<file path="src/rtl/cnt_seg_pkg.sv">
// rtl/cnt_seg_pkg.sv - shared types and constants for the counter display path
// Contents: FSM state encoding, active-low 7-segment codes (gfedcba),
// digit index constants and a BCD-to-segment encoder.
package cnt_seg_pkg;

  typedef enum logic [1:0] {
    IDLE  = 2'd0,
    SHIFT = 2'd1,
    LOAD  = 2'd2
  } state_e;

  localparam logic [6:0] SEG_0     = 7'b1000000;
  localparam logic [6:0] SEG_1     = 7'b1111001;
  localparam logic [6:0] SEG_2     = 7'b0100100;
  localparam logic [6:0] SEG_3     = 7'b0110000;
  localparam logic [6:0] SEG_4     = 7'b0011001;
  localparam logic [6:0] SEG_5     = 7'b0010010;
  localparam logic [6:0] SEG_6     = 7'b0000010;
  localparam logic [6:0] SEG_7     = 7'b1111000;
  localparam logic [6:0] SEG_8     = 7'b0000000;
  localparam logic [6:0] SEG_9     = 7'b0010000;
  localparam logic [6:0] SEG_DASH  = 7'b0111111;
  localparam logic [6:0] SEG_BLANK = 7'b1111111;

  localparam logic [1:0] DIG_ONES = 2'd0;
  localparam logic [1:0] DIG_TENS = 2'd1;
  localparam logic [1:0] DIG_HUND = 2'd2;
  localparam logic [1:0] DIG_OVF  = 2'd3;

  function automatic logic [6:0] seg_encode(input logic [3:0] d);
    logic [6:0] s;
    case (d)
      4'd0:    s = SEG_0;
      4'd1:    s = SEG_1;
      4'd2:    s = SEG_2;
      4'd3:    s = SEG_3;
      4'd4:    s = SEG_4;
      4'd5:    s = SEG_5;
      4'd6:    s = SEG_6;
      4'd7:    s = SEG_7;
      4'd8:    s = SEG_8;
      4'd9:    s = SEG_9;
      default: s = SEG_BLANK;
    endcase
    return s;
  endfunction

endpackage

</file>
<file path="src/rtl/bin2bcd_seq.sv">
// rtl/bin2bcd_seq.sv - sequential 8-bit binary to 3-digit BCD (shift/add-3)
// Ports: clk, _areset (async, active-high), start (accepted in IDLE),
// bin[7:0] value to convert, busy (high from accept through LOAD),
// done (one-cycle pulse while in LOAD), hund/tens/ones BCD result.
module bin2bcd_seq
  import cnt_seg_pkg::*;
(
  input  logic       clk,
  input  logic       _areset,
  input  logic       start,
  input  logic [7:0] bin,
  output logic       busy,
  output logic       done,
  output logic [3:0] hund,
  output logic [3:0] tens,
  output logic [3:0] ones
);

  state_e      state_q;
  logic [7:0]  bin_q;
  logic [11:0] bcd_q;
  logic [2:0]  cnt_q;
  logic        busy_q;
  logic        done_q;

  logic [11:0] adj_d;
  logic [19:0] shift_d;

  // Correct each nibble before the shift so it never leaves the 0..9 range.
  always_comb begin
    adj_d = bcd_q;
    if (bcd_q[3:0]  >= 4'd5) adj_d[3:0]  = bcd_q[3:0]  + 4'd3;
    if (bcd_q[7:4]  >= 4'd5) adj_d[7:4]  = bcd_q[7:4]  + 4'd3;
    if (bcd_q[11:8] >= 4'd5) adj_d[11:8] = bcd_q[11:8] + 4'd3;
    shift_d = {adj_d, bin_q} << 1;
  end

  always_ff @(posedge clk or posedge _areset) begin
    if (_areset) begin
      state_q <= IDLE;
      bin_q   <= '0;
      bcd_q   <= '0;
      cnt_q   <= '0;
      busy_q  <= 1'b0;
      done_q  <= 1'b0;
    end else begin
      done_q <= 1'b0;
      case (state_q)
        IDLE: begin
          if (start) begin
            bin_q   <= bin;
            bcd_q   <= '0;
            cnt_q   <= '0;
            busy_q  <= 1'b1;
            state_q <= SHIFT;
          end
        end
        SHIFT: begin
          bcd_q <= shift_d[19:8];
          bin_q <= shift_d[7:0];
          cnt_q <= cnt_q + 3'd1;
          if (cnt_q == 3'd7) begin
            state_q <= LOAD;
            done_q  <= 1'b1;
          end
        end
        LOAD: begin
          busy_q  <= 1'b0;
          state_q <= IDLE;
        end
        default: state_q <= IDLE;
      endcase
    end
  end

  assign busy = busy_q;
  assign done = done_q;
  assign hund = bcd_q[11:8];
  assign tens = bcd_q[7:4];
  assign ones = bcd_q[3:0];

endmodule

</file>
<file path="src/rtl/cnt_seg_scan.sv">
// rtl/cnt_seg_scan.sv - counter value capture, BCD conversion and 4-digit 7-seg scan
// Ports: clk, _areset (async, active-high), sample strobe, dcout[7:0] and
// overflow captured on an accepted sample, busy while converting,
// an[3:0] active-low digit enables (0=ones,1=tens,2=hundreds,3=overflow),
// seg[6:0] active-low {g,f,e,d,c,b,a}.
// Option macro: CNT_SEG_BLANK_LZ_EN blanks leading zeros on hundreds/tens.
module cnt_seg_scan
  import cnt_seg_pkg::*;
#(
  parameter int SCAN_DIV = 1024,
  parameter int DIV_W    = 10
) (
  input  logic       clk,
  input  logic       _areset,
  input  logic       sample,
  input  logic [7:0] dcout,
  input  logic       overflow,
  output logic       busy,
  output logic [3:0] an,
  output logic [6:0] seg
);

  logic       conv_busy;
  logic       conv_done;
  logic [3:0] conv_hund;
  logic [3:0] conv_tens;
  logic [3:0] conv_ones;
  logic       start;

  // Strobes arriving mid-conversion are dropped, not queued.
  assign start = sample & ~conv_busy;

  bin2bcd_seq u_conv (
    .clk     (clk),
    ._areset (_areset),
    .start   (start),
    .bin     (dcout),
    .busy    (conv_busy),
    .done    (conv_done),
    .hund    (conv_hund),
    .tens    (conv_tens),
    .ones    (conv_ones)
  );

  logic             ov_q;
  logic [3:0]       hund_q;
  logic [3:0]       tens_q;
  logic [3:0]       ones_q;
  logic             ov_disp_q;
  logic [DIV_W-1:0] presc_q;
  logic [DIV_W-1:0] presc_d;
  logic [1:0]       idx_q;
  logic [1:0]       idx_d;
  logic [3:0]       an_q;
  logic [6:0]       seg_q;
  logic [6:0]       seg_d;

  always_comb begin
    presc_d = presc_q + DIV_W'(1);
    idx_d   = idx_q;
    if (presc_q == DIV_W'(SCAN_DIV - 1)) begin
      presc_d = '0;
      idx_d   = idx_q + 2'd1;
    end

    seg_d = SEG_BLANK;
    case (idx_q)
      DIG_ONES: seg_d = seg_encode(ones_q);
      DIG_TENS: begin
        seg_d = seg_encode(tens_q);
`ifdef CNT_SEG_BLANK_LZ_EN
        if (hund_q == 4'd0 && tens_q == 4'd0) seg_d = SEG_BLANK;
`endif
      end
      DIG_HUND: begin
        seg_d = seg_encode(hund_q);
`ifdef CNT_SEG_BLANK_LZ_EN
        if (hund_q == 4'd0) seg_d = SEG_BLANK;
`endif
      end
      DIG_OVF:  seg_d = ov_disp_q ? SEG_DASH : SEG_BLANK;
      default:  seg_d = SEG_BLANK;
    endcase
  end

  always_ff @(posedge clk or posedge _areset) begin
    if (_areset) begin
      ov_q      <= 1'b0;
      hund_q    <= '0;
      tens_q    <= '0;
      ones_q    <= '0;
      ov_disp_q <= 1'b0;
      presc_q   <= '0;
      idx_q     <= '0;
      an_q      <= 4'b1111;
      seg_q     <= SEG_BLANK;
    end else begin
      if (start) ov_q <= overflow;
      // Display only changes once the full conversion is done.
      if (conv_done) begin
        hund_q    <= conv_hund;
        tens_q    <= conv_tens;
        ones_q    <= conv_ones;
        ov_disp_q <= ov_q;
      end
      presc_q <= presc_d;
      idx_q   <= idx_d;
      // an and seg come from the same index in the same cycle.
      an_q    <= ~(4'b0001 << idx_q);
      seg_q   <= seg_d;
    end
  end

  assign busy = conv_busy;
  assign an   = an_q;
  assign seg  = seg_q;

endmodule

</file>
<file path="config.mk">
export PLATFORM = sky130hd
export DESIGN_NAME = cnt_seg_scan
export DESIGN_NICKNAME = d
export VERILOG_FILES = /design/src/rtl/cnt_seg_pkg.sv /design/src/rtl/bin2bcd_seq.sv /design/src/rtl/cnt_seg_scan.sv
export SDC_FILE = /design/constraint.sdc
export NUM_CORES = 1
export LEC_CHECK = 0
export ABC_CLOCK_PERIOD_IN_PS = 4650
export CAP_MARGIN = 30
export CORE_UTILIZATION = 49
export DETAILED_ROUTE_END_ITERATION = 7
export GPL_TIMING_DRIVEN = 0
export HOLD_SLACK_MARGIN = 0.03
export PLACE_DENSITY = 0.79
export SYNTH_ARGS = -nofsm -noshare
export SYNTH_HDL_FRONTEND = slang
export SYNTH_SLANG_ARGS = --single-unit
</file>
<file path="constraint.sdc">
create_clock -name clk -period 4.65 [get_ports clk]
set_input_delay 0.6975 -clock clk [delete_from_list [all_inputs] [get_ports clk]]
set_output_delay 0.6975 -clock clk [all_outputs]
set_load 0.02 [all_outputs]
</file>
# Word-level counts from Yosys, hierarchy flattened
# Memory sizes are Yosys's and may differ from the RTL's.
# Cells that the tools add are included.
[classes]
n_eq_ne = 9
n_shift = 1
muxes = 19
addsub = 6
n_reduce_logical = 7
bitwise = 3
order_cmp = 3
[ops]
columns = ["operator", "count"]
rows = [
  ["$pmux 7 s4", 1],
  ["$pmux 12 s2", 1],
  ["$pmux 8 s2", 1],
  ["$ge 4x3->1 const B", 3],
  ["$mux 12", 1],
  ["$add 10x1->10 const B", 1],
  ["$eq 10x10->1 const B", 1],
  ["$mux 10", 1],
  ["$add 4x2->4 const B", 2],
  ["$mux 4", 2],
  ["$mux 8", 1],
  ["$mux 7", 1],
  ["$eq 2x2->1 const B", 3],
  ["$mux 3", 2],
  ["$pmux 3 s2", 1],
  ["$reduce_and 2->1", 3],
  ["$eq 2x1->1 const B", 2],
  ["$logic_not 2->1", 2],
  ["$mux 2", 2],
  ["$not 4->4", 1],
  ["$pmux 2 s2", 1],
  ["$reduce_bool 2->1", 2],
  ["$shl 1x2->4 const A", 1],
  ["$add 3x1->3 const B", 1],
  ["other kinds (9)", 11],
]
[totals]
memories = 3
input_bits = 12
elab_cells = 66
out_inout_bits = 12
romBits = 336
ff_bits = 64
[memory_table]
columns = ["memory", "depth", "word_bits", "rd", "rd_clocked_by_memory_dff", "write_ports", "line", "text"]
rows = [
  ["(no name shown)", 16, 7, 1, 0, 0, "cnt_seg_pkg.sv:32", "case (d)"],
  ["(no name shown)", 16, 7, 1, 0, 0, "cnt_seg_pkg.sv:32", ""],
  ["(no name shown)", 16, 7, 1, 0, 0, "cnt_seg_pkg.sv:32", ""],
]

# Depth between registers and ports, before layout
# Gate-level depths: netlist (run 1).
[logic_depth]
ltp_word = 4
ltp_mapped = 6
ltp_nobuf = 6

# Modules after synthesis
# A second synthesis (run 1) with hierarchy kept.
[hier_totals]
hier_cells = 346
area_unflattened_um2 = 3578.4
[by_module_without_submodules]
columns = ["module", "cells_per_inst", "area_each_um2", "n_inst", "seq_area_each_um2"]
rows = [
  ["cnt_seg_scan", 213, 2128.3, 1, 939.7],
  ["bin2bcd_seq", 133, 1450.1, 1, 675.6],
]

# Worst setup path before layout (run 1)
# OpenSTA, ideal clock, no wires.
[synth_timing]
path_kind = "reg-to-reg"
from = "reg presc_q[0]"
to = "reg idx_q[1]"
path_buffers = 1
required_ps = 4525
stages_incl_launch_ff = 7
setup_time_ps = 125
arrival_time_ps = 1573
setup_slack_ps = 2952
period_less_slack_ps = 1698
cell_sequence = "dfrtp_1 > ha_1 > and3_4 > and4_4 > and4_1 > buf_6 > mux2_4"
[synth_between]
elab_chain_len = 1
[synth_rtl]
columns = ["item", "line", "text"]
rows = [
  ["from (decl)", "cnt_seg_scan.sv:50", "logic [DIV_W-1:0] presc_q;"],
  ["from (signal assigned)", "cnt_seg_scan.sv:106", "presc_q <= presc_d;"],
  ["$eq 10x10->1", "cnt_seg_scan.sv:61", "if (presc_q == DIV_W'(SCAN_DIV - 1)) begin"],
  ["to (signal assigned)", "cnt_seg_scan.sv:107", "idx_q <= idx_d;"],
  ["to (decl)", "cnt_seg_scan.sv:52", "logic [1:0] idx_q;"],
]
# Every way passes these cells.
# A chain may end at the register's enable or synchronous reset.

# Final worst setup path (run 1)
[layout_timing]
from = "reg seg_q[1], in the netlist seg[1]"
to = "out seg[1]"
[layout_rtl]
columns = ["item", "line", "text"]
rows = [
  ["from (decl)", "cnt_seg_scan.sv:55", "logic [6:0] seg_q;"],
  ["from (signal assigned)", "cnt_seg_scan.sv:110", "seg_q <= seg_d;"],
  ["to (decl)", "cnt_seg_scan.sv:20", "output logic [6:0] seg"],
]
# No word-level cell between the ends.

==> qor.yml, run 1 <==
die_w_um: 85.83
slowest_stage: "clkdlybuf4s50_1"
p_clk_frac: 0.204
path_class: "reg -> out"
synth_cells: 346
hold_buffers: 0
grt_overflow_total: 0
antenna_left: 0
fin_crit_ps: 2165
nFillCells: 581
avgRoutedWirePerCell_um: 13.38
cts_buffers: 9
fin_cells: 482
cpPeakStageDelay_ps: 600
hold_depth: 2
hold_class: "reg -> reg"
synth_top_family_by_area: "compound AO/OA/AOI/OAI gates"
cp_top_family: "buffers and inverters"
rows: 30
p_int_mw: 1.423
drt_iter0_markers: 116
swShare: 0.3852
postSynthAreaPerCell_um2: 9.952
htree_levels: 3
synthAdderAreaFrac: 0.1126
drc: 0
p_leak_nw: 1.822
combPwrFrac: 0.409
yosys.area_share.xor_xnor: 0.03052
clk_path_buf_depth: 2
finalHoldWorstSlack_ps: 488.1
max-cap-violations: 0
fin_worst_skew_ps: 4.939
setup_violations: 0
start_kind: "flop"
p_seq_frac: 0.386
hold_viol: 0
min_period_over_period: 0.4656
clock_latency_ps: 350
drive_gt1_frac: 0.1192
post-cts-setup-buffer-count: 0
synth_nets: 389
clock_sinks: 64
placed_area_um2: 3814
p_sw_uw: 891.4
die_h_um: 85.83
die_area_um2: 7367
n_antenna_cell: 0
slew_headroom: 0.4961
antenna_found_initial: 0
tns_ps: 0
grt_pass1_wl_um: 11390
cp-startpoint: "seg[1]"
yosysWarnings: 0
path_buf_inv: 1
postCtsResizedCells: 0
grt_max_degree: 38
reg2reg_from: "presc_q[0]"
maxSlewViolCount: 0
ys_ff_latch: 64
io_pins: 24
yosys-mux-area-fraction: 0.06650
ir_drop_uv: 303.8
grt_pass1_vias: 2513
crit_chain: "clkdlybuf4s50_1"
max_freq_mhz: 461.9
synthSimpleGateAreaFrac: 0.1195
hpwl_um: 4613
via_count: 2507
synth_compound_area_frac: 0.1523
drt_wl_total_um: 6448
crit_path_max_fanout: 1
synth_cell_types: 36
ys_seq_area_frac: 0.4691
clockRootBuffer: "clkbuf_8"
required_ps: 3950
portBuffers: 23
syn_area_um2: 3443
start_util: 0.5068
rsz0062_at_grt: "no"
area_growth_pct: 16.28
power_per_cell_area_nw_per_um2: 578.0
final_area_um2: 4004
path_clk_slew_ps: 70
cp.depth: 1
core_area_um2: 6794
drtPass1Iterations: 4
place_inst: 466
cts_tree: "yes"
endpoint_kind: "output port"
worstRegToRegCells: 6
tightest_slew_ps: 754.8
outcome: "finished, final reports clean"
hold_start: "u_conv.bin_q[3]"
finish.net_count: 424
cp.arrival_ps: 1470
vias_per_cell: 5.201
gr-usage-all-layers: 0.1993
gp_congestion: 0.8751
## cell type report
cell class                 count  area (um2)  share of cell area
clock buffer                  12       145.1             0.03625
buffer                        15       68.82             0.01719
inverter                      27       101.3             0.02531
timing repair buffer          24       250.2             0.06250
tap                           96       120.1             0.03000
multi-input combinational    240        1658              0.4141
sequential                    64        1615              0.4034
clock inverter                 4       45.04             0.01125
## stage by stage
step	utilization	power, mW	setup WS (ps)
detailed placement	0.5613	1.850	2382
floorplan	-	1.576	2373
global route	0.5893	2.508	2450
global placement	0.5584	1.783	1343
finish	0.5893	2.314	2485
CTS	0.5893	2.334	2460
## worst reg2reg max path: stages (launching register included)
cell and delay [ps]:
dfrtp_1 390, ha_1 200, and3_4 210, and4_4 250, and4_1 210, buf_6 120, mux2_4 290
## sequential cells by signal (all words and copies together), names as in the netlist
register	cells
ones_q	4
u_conv.bin_q	8
tens_q	4
seg	7
presc_q	10
hund_q	4
u_conv.bcd_q	12
ov_disp_q	1
ov_q	1
an	4
u_conv.busy	1
u_conv.cnt_q	3
u_conv.done	1
idx_q	2
u_conv.state_q	2
## power by group through the flow
| stage | combinational, mW | sequential (mW) | clock [mW] |
|---|---|---|---|
| floorplan | 0.673 | 0.904 | 0 |
| global placement | 0.890 | 0.893 | 0 |
| detailed placement | 0.943 | 0.906 | 0 |
| CTS | 0.952 | 0.897 | 0.485 |
| global route | 1.08 | 0.921 | 0.507 |
| finish | 0.947 | 0.894 | 0.473 |
## routing by layer
layer,vias up,share of wire,global-route usage
met2,41,0.49,0.3302
met3,17,0.025,0.04042
met5,-,0,0
li1,1252,-,-
met4,0,0.027,0.1136
met1,1197,0.46,0.2434
## kinds of logic after synthesis
kind of cell	after synthesis
compound gates	90
fa+ha+maj	31
mux	21
simple gates	86
xor+xnor	12
flops	64
buf+inv	42
## cell usage after synthesis
cell / instances / share of area
ha_1: 31 / 0.11
o2111a_1: 1 / 0.0033
clkbuf_1: 10 / 0.011
o311a_1: 1 / 0.0029
and2_1: 5 / 0.0091
and4_4: 1 / 0.0033
and4_1: 2 / 0.0051
mux2_4: 1 / 0.0044
buf_6: 1 / 0.0033
dfrtp_1: 53 / 0.39
mux2i_1: 9 / 0.026
buf_2: 4 / 0.0058
o21ai_0: 40 / 0.058
a21o_1: 5 / 0.011
a31oi_1: 5 / 0.0091
xor2_1: 6 / 0.015
dfstp_2: 11 / 0.084
nor3_1: 3 / 0.0044
xnor2_1: 6 / 0.015
o221ai_1: 1 / 0.0025
inv_1: 27 / 0.029
nand2b_1: 13 / 0.024
a32oi_1: 4 / 0.010
nand3_1: 5 / 0.0073
and3_4: 1 / 0.0033
nor3b_1: 1 / 0.0022
and3_1: 1 / 0.0018
o31a_1: 1 / 0.0025
nor2_1: 19 / 0.021
o22ai_1: 1 / 0.0018
nand2_1: 34 / 0.037
a22o_1: 4 / 0.010
a21oi_1: 25 / 0.036
nor2b_1: 1 / 0.0018
mux2_2: 11 / 0.036
o31ai_1: 2 / 0.0044
## path summary, 6_finish.rpt
path,to,slack (ps)
worst max register to register,idx_q[1],2860
worst min register to register,u_conv.bin_q[3],490
min in group asynchronous,u_conv.bin_q[6],800
worst min-delay path,u_conv.bin_q[3],490
worst max-delay path,seg[1],2490
max in group asynchronous,ones_q[0],3250
## cell usage in the layout, fill, tap and decap left out, types with 2 or more instances in the layout
cell type        instances
dfrtp_1                 53
o21ai_0                 40
nand2_1                 34
ha_1                    31
inv_1                   26
a21oi_1                 25
clkdlybuf4s50_1         23
nor2_1                  19
nand2b_1                13
clkbuf_1                12
mux2_2                  11
dfstp_2                 11
clkbuf_8                10
mux2i_1                  9
xnor2_1                  6
xor2_1                   6
and2_1                   5
a21o_1                   5
nand3_1                  5
a31oi_1                  5
buf_2                    4
a22o_1                   4
a32oi_1                  4
nor3_1                   3
clkinv_2                 3
and4_1                   2
o31ai_1                  2
No activity file was read; power rests on OpenSTA's default activity.
==> run 2: changes to the inputs <==
Settings changed: ABC_CLOCK_PERIOD_IN_PS 4650 to 1900, PLACE_DENSITY 0.79 to 0.82.
Clock period 4.65 ns to 1.9 ns, I/O delays scaled along.
==> run 2 against run 1 <==
  * Clock skew is 4.8 ps higher
  * Global-route usage shrank 0.37 points
  * Largest power group unchanged
  * Critical endpoint is now idx_q[1]
  * Sequential power rose by 140%
  * Worst setup slack got worse by 2400 ps
  * Die area unchanged
  * Non-clock buffer count is the same
  * Sequential share of layout area shrank 0.63 points
  * Routed wire length decreased by 1.8%
  * First-iteration DRC count shrank 7.8%
  * Critical path depth increased by 5
==> qor.yml, run 2 (synthesis gave the netlist of run 1 again) <==
antenna_left: 0
largest_reg_flops: 12
cts_buffers: 9
dpl_worst_slack_ps: 73.99
min_period_over_period: 0.9465
maxSlewViolCount: 0
die_h_um: 85.83
hold_class: "in -> async"
cpPeakStageDelay_ps: 390
crit_chain: "ha_1 > and3_4 > and4_4 > and4_1 > buf_6 > mux2_4"
placed_area_um2: 3814
route.met2.wl_um: 3207
die_area_um2: 7367
clockRootBuffer: "clkbuf_8"
n_antenna_cell: 0
postCtsResizedCells: 0
clk_path_buf_depth: 2
cp.arrival_ps: 2020
vias_per_cell: 5.160
outcome: "finished, final reports clean"
antenna_found_initial: 0
max_freq_mhz: 556.1
post-cts-setup-buffer-count: 0
path_clk_slew_ps: 70
drive_gt1_frac: 0.1244
hold_buffers: 0
avgRoutedWirePerCell_um: 13.14
drtPass1Iterations: 4
grt_overflow_total: 0
grt_pass1_wl_um: 11140
io_pins: 24
setup_ws_ps: 101.6
hold_viol: 0
hpwl_um: 4515
path_class: "reg -> reg"
top_layer: "met4"
start_kind: "flop"
area_growth_pct: 18.13
regMostFlops: "u_conv.bcd_q"
core_area_um2: 6794
cts_tree: "yes"
final_area_um2: 4068
final_common_cell: "dfrtp_1"
power_per_cell_area_nw_per_um2: 1462
drt_wl_total_um: 6335
fin_crit_ps: 1798
start_util: 0.5068
clock_latency_ps: 340
total_power_mw: 5.948
layout_common_cells: "dfrtp_1 (53), o21ai_0 (40), nand2_1 (34), ha_1 (31), inv_1 (26)"
slowest_stage: "dfrtp_1"
fin_worst_skew_ps: 9.726
clock_sinks: 64
fin_cells: 482
htree_levels: 3
max-cap-violations: 0
grt_pass1_vias: 2493
met1Wirelength_um: 2841
rows: 30
p_leak_nw: 1.847
finalHoldWorstSlack_ps: 250.3
nFillCells: 571
drt_iter0_markers: 107
crit_path_max_fanout: 6
via_count: 2487
rsz0062_at_grt: "no"
tightest_slew_ps: 576.9
required_ps: 2120
gr-usage-all-layers: 0.1956
drc: 0
place_inst: 466
tns_ps: 0
final_util: 0.5987
slew_headroom: 0.6140
portBuffers: 23
grt_max_degree: 46
setup_violations: 0
ir_drop_uv: 971.4
largest_registers: "u_conv.bcd_q x12, presc_q x10, u_conv.bin_q x8"
die_w_um: 85.83
finish.net_count: 424
gp_congestion: 0.8558
wl_met3_um: 202
endpoint_kind: "flop"
run 2: cell count changes in the layout (fill, tap and decap cells not counted):
| cell | change |
|---|---|
| clkbuf_1 | -2 |
| clkinvlp_4 | +1 |
| clkinv_2 | -2 |
| bufinv_16 | +2 |
| clkbuf_8 | +1 |
run 2: cell type report:
| type | instances | area (um2) | area share |
|---|---|---|---|
| repair buffers | 24 | 250.2 | 0.06152 |
| clock inverters | 5 | 102.6 | 0.02522 |
| well taps | 96 | 120.1 | 0.02953 |
| flip-flops and latches | 64 | 1615 | 0.3971 |
| inverters | 27 | 101.3 | 0.02492 |
| plain buffers | 15 | 68.82 | 0.01692 |
| multi-input cells | 240 | 1658 | 0.4076 |
| clock buffers | 11 | 151.4 | 0.03722 |
run 2: final timing paths:
check	depth (start not counted)	start	slack, ps	to
min in group clk	1	presc_q[0]	480	presc_q[0]
max in group asynchronous	3	_areset	1080	ones_q[1]
worst min register to register	1	presc_q[0]	480	presc_q[0]
worst max register to register	6	presc_q[0]	100	idx_q[1]
worst min-delay path	2	_areset	250	presc_q[7]
worst max-delay path	6	presc_q[0]	100	idx_q[1]
run 2: per-layer routing:
metal | up-vias | GRT usage
met1 | 1177 | 0.2368
met2 | 52 | 0.3345
met5 | - | 0
met3 | 9 | 0.05294
met4 | 0 | 0.07424
li1 | 1249 | -
run 2: critical path, delay by kind of cell, from the launching register on:
family	cells	cell delay (ps)
mux	1	290
buf+inv	1	130
fa+ha+maj	1	200
flops	1	390
simple gates	3	670
run 2: where the power goes:
part           internal (mW)  leakage [nW]  switching (mW)
combinational          0.995         0.930            1.30
sequential              1.85         0.792           0.338
clock                  0.941         0.126           0.523
total                   3.78          1.85            2.16
==> run 3: changes to the inputs <==
Settings changed: DONT_BUFFER_PORTS from default to 1, PLACE_DENSITY 0.82 to 0.77.
==> run 3 against run 2 <==
  * Final cell count shrank 4.6%
  * Clock skew shrank 6.1 ps
  * Global-route usage shrank 1.2 points
  * Sequential share of layout area grew 3.3 points
  * Routed wire length shrank 4.6%
  * Non-clock buffer count shrank 22
  * Worst setup slack gained 8.4 ps
  * Clock-buffer cell count grew 5
  * Critical endpoint unchanged
  * Highest routed layer unchanged
==> qor.yml, run 3 (synthesis gave the netlist of run 1 again) <==
outcome: "finished, final reports clean"
clock_latency_ps: 330
final_util: 0.5525
drt_wl_total_um: 6045
tightest_slew_ps: 629.4
die_w_um: 85.83
grt_pass1_vias: 2293
gr-usage-all-layers: 0.1836
area_growth_pct: 9.012
path_class: "reg -> reg"
io_pins: 24
hpwl_um: 4358
gp_congestion: 0.8377
setup_violations: 0
largest_registers: "u_conv.bcd_q x12, presc_q x10, u_conv.bin_q x8"
post-cts-setup-buffer-count: 0
power_per_cell_area_nw_per_um2: 1412
fin_crit_ps: 1790
path_clk_slew_ps: 60
maxSlewViolCount: 0
grt_max_degree: 37
core_area_um2: 6794
rsz0062_at_grt: "no"
max_freq_mhz: 558.7
rows: 30
finish.net_count: 402
drc: 0
slew_headroom: 0.5798
endpoint_kind: "flop"
drt_iter0_markers: 95
postCtsResizedCells: 0
clockRootBuffer: "clkbuf_8"
final_common_cell: "dfrtp_1"
grt_overflow_total: 0
via_count: 2404
hold_viol: 0
required_ps: 2110
antenna_left: 0
grt_pass1_wl_um: 10490
antenna_found_initial: 0
ir_drop_uv: 998.9
max-cap-violations: 0
crit_path_max_fanout: 6
hold_class: "in -> reg"
avgRoutedWirePerCell_um: 13.14
cts_buffers: 9
start_util: 0.5068
p_leak_nw: 1.714
clk_path_buf_depth: 2
cts_tree: "yes"
htree_levels: 3
start_kind: "flop"
fin_worst_skew_ps: 3.605
die_area_um2: 7367
cp.arrival_ps: 2000
finalHoldWorstSlack_ps: 111.1
vias_per_cell: 5.226
die_h_um: 85.83
drive_gt1_frac: 0.1154
largest_reg_flops: 12
min_period_over_period: 0.9421
portBuffers: 0
n_antenna_cell: 0
regMostFlops: "u_conv.bcd_q"
layout_common_cells: "dfrtp_1 (53), o21ai_0 (40), nand2_1 (34), ha_1 (31), inv_1 (26)"
tns_ps: 0
worst-r2r-setup-slack_ps: 110
clock_sinks: 64
drtPass1Iterations: 4
-- run 3: cell count changes in the layout (fill, tap and decap cells not counted) --
cell,delta
clkinvlp_4,-1
dlygate4sd3_1,+1
clkinv_2,-1
clkdlybuf4s50_1,-23
clkbuf_1,+6
bufinv_16,-3
clkbuf_8,-1
-- run 3: where the power goes --
group	internal, mW	switching (mW)
combinational	0.869	1.18
clock	0.513	0.445
sequential	1.86	0.437
total	3.24	2.06
-- run 3: layout make-up --
type	count	area (um2)
Buffer	15	68.82
Clock buffer	16	160.2
Fill cell	581	3040
Inverter	27	101.3
Multi-Input combinational cell	240	1658
Sequential cell	64	1615
Tap cell	96	120.1
Timing Repair Buffer	2	30.03
-- run 3: path summary, 6_finish.rpt --
kind                                 startpoint              end  cells past startpoint
worst max-delay path                 presc_q[0]         idx_q[1]                      6
worst min-delay path                   overflow             ov_q                      1
worst max register to register       presc_q[0]         idx_q[1]                      6
worst min register to register  u_conv.bin_q[7]  u_conv.bin_q[7]                      2
max in group asynchronous               _areset           seg[2]                      3
min in group asynchronous               _areset      u_conv.busy                      2
-- run 3: worst max-delay path, cell delays in order, from the launching register on --
cell and delay [ps]:
dfrtp_1 390, ha_1 210, and3_4 210, and4_4 250, and4_1 210, buf_6 120, mux2_4 290
-- run 3: metal layers --
metal	vias to the layer above	track usage	share of wire
met5	-	0	0
met4	0	0.05909	0.012
met3	9	0.05582	0.038
met2	41	0.3033	0.48
met1	1148	0.2313	0.47
li1	1206	-	-
-- run 3: metrics by stage --
stage / instances / instance area, um2 / power, mW / worst slack, ps
after floorplan: 346 / 3443 / 3.858 / 35.10
after global placement: 442 / 3563 / 4.220 / -586.8
after detailed placement: 443 / 3583 / 4.353 / 123.3
after CTS: 460 / 3754 / 5.344 / 110.2
after global routing: 460 / 3754 / 5.783 / 12.35
final: 460 / 3754 / 5.300 / 110.0
-- run 3: repair_timing --
item                                   in CTS  in global routing
hold buffers                                1                  0
setup endpoints to repair                   0                  0
endpoints found under the hold margin      28                  0
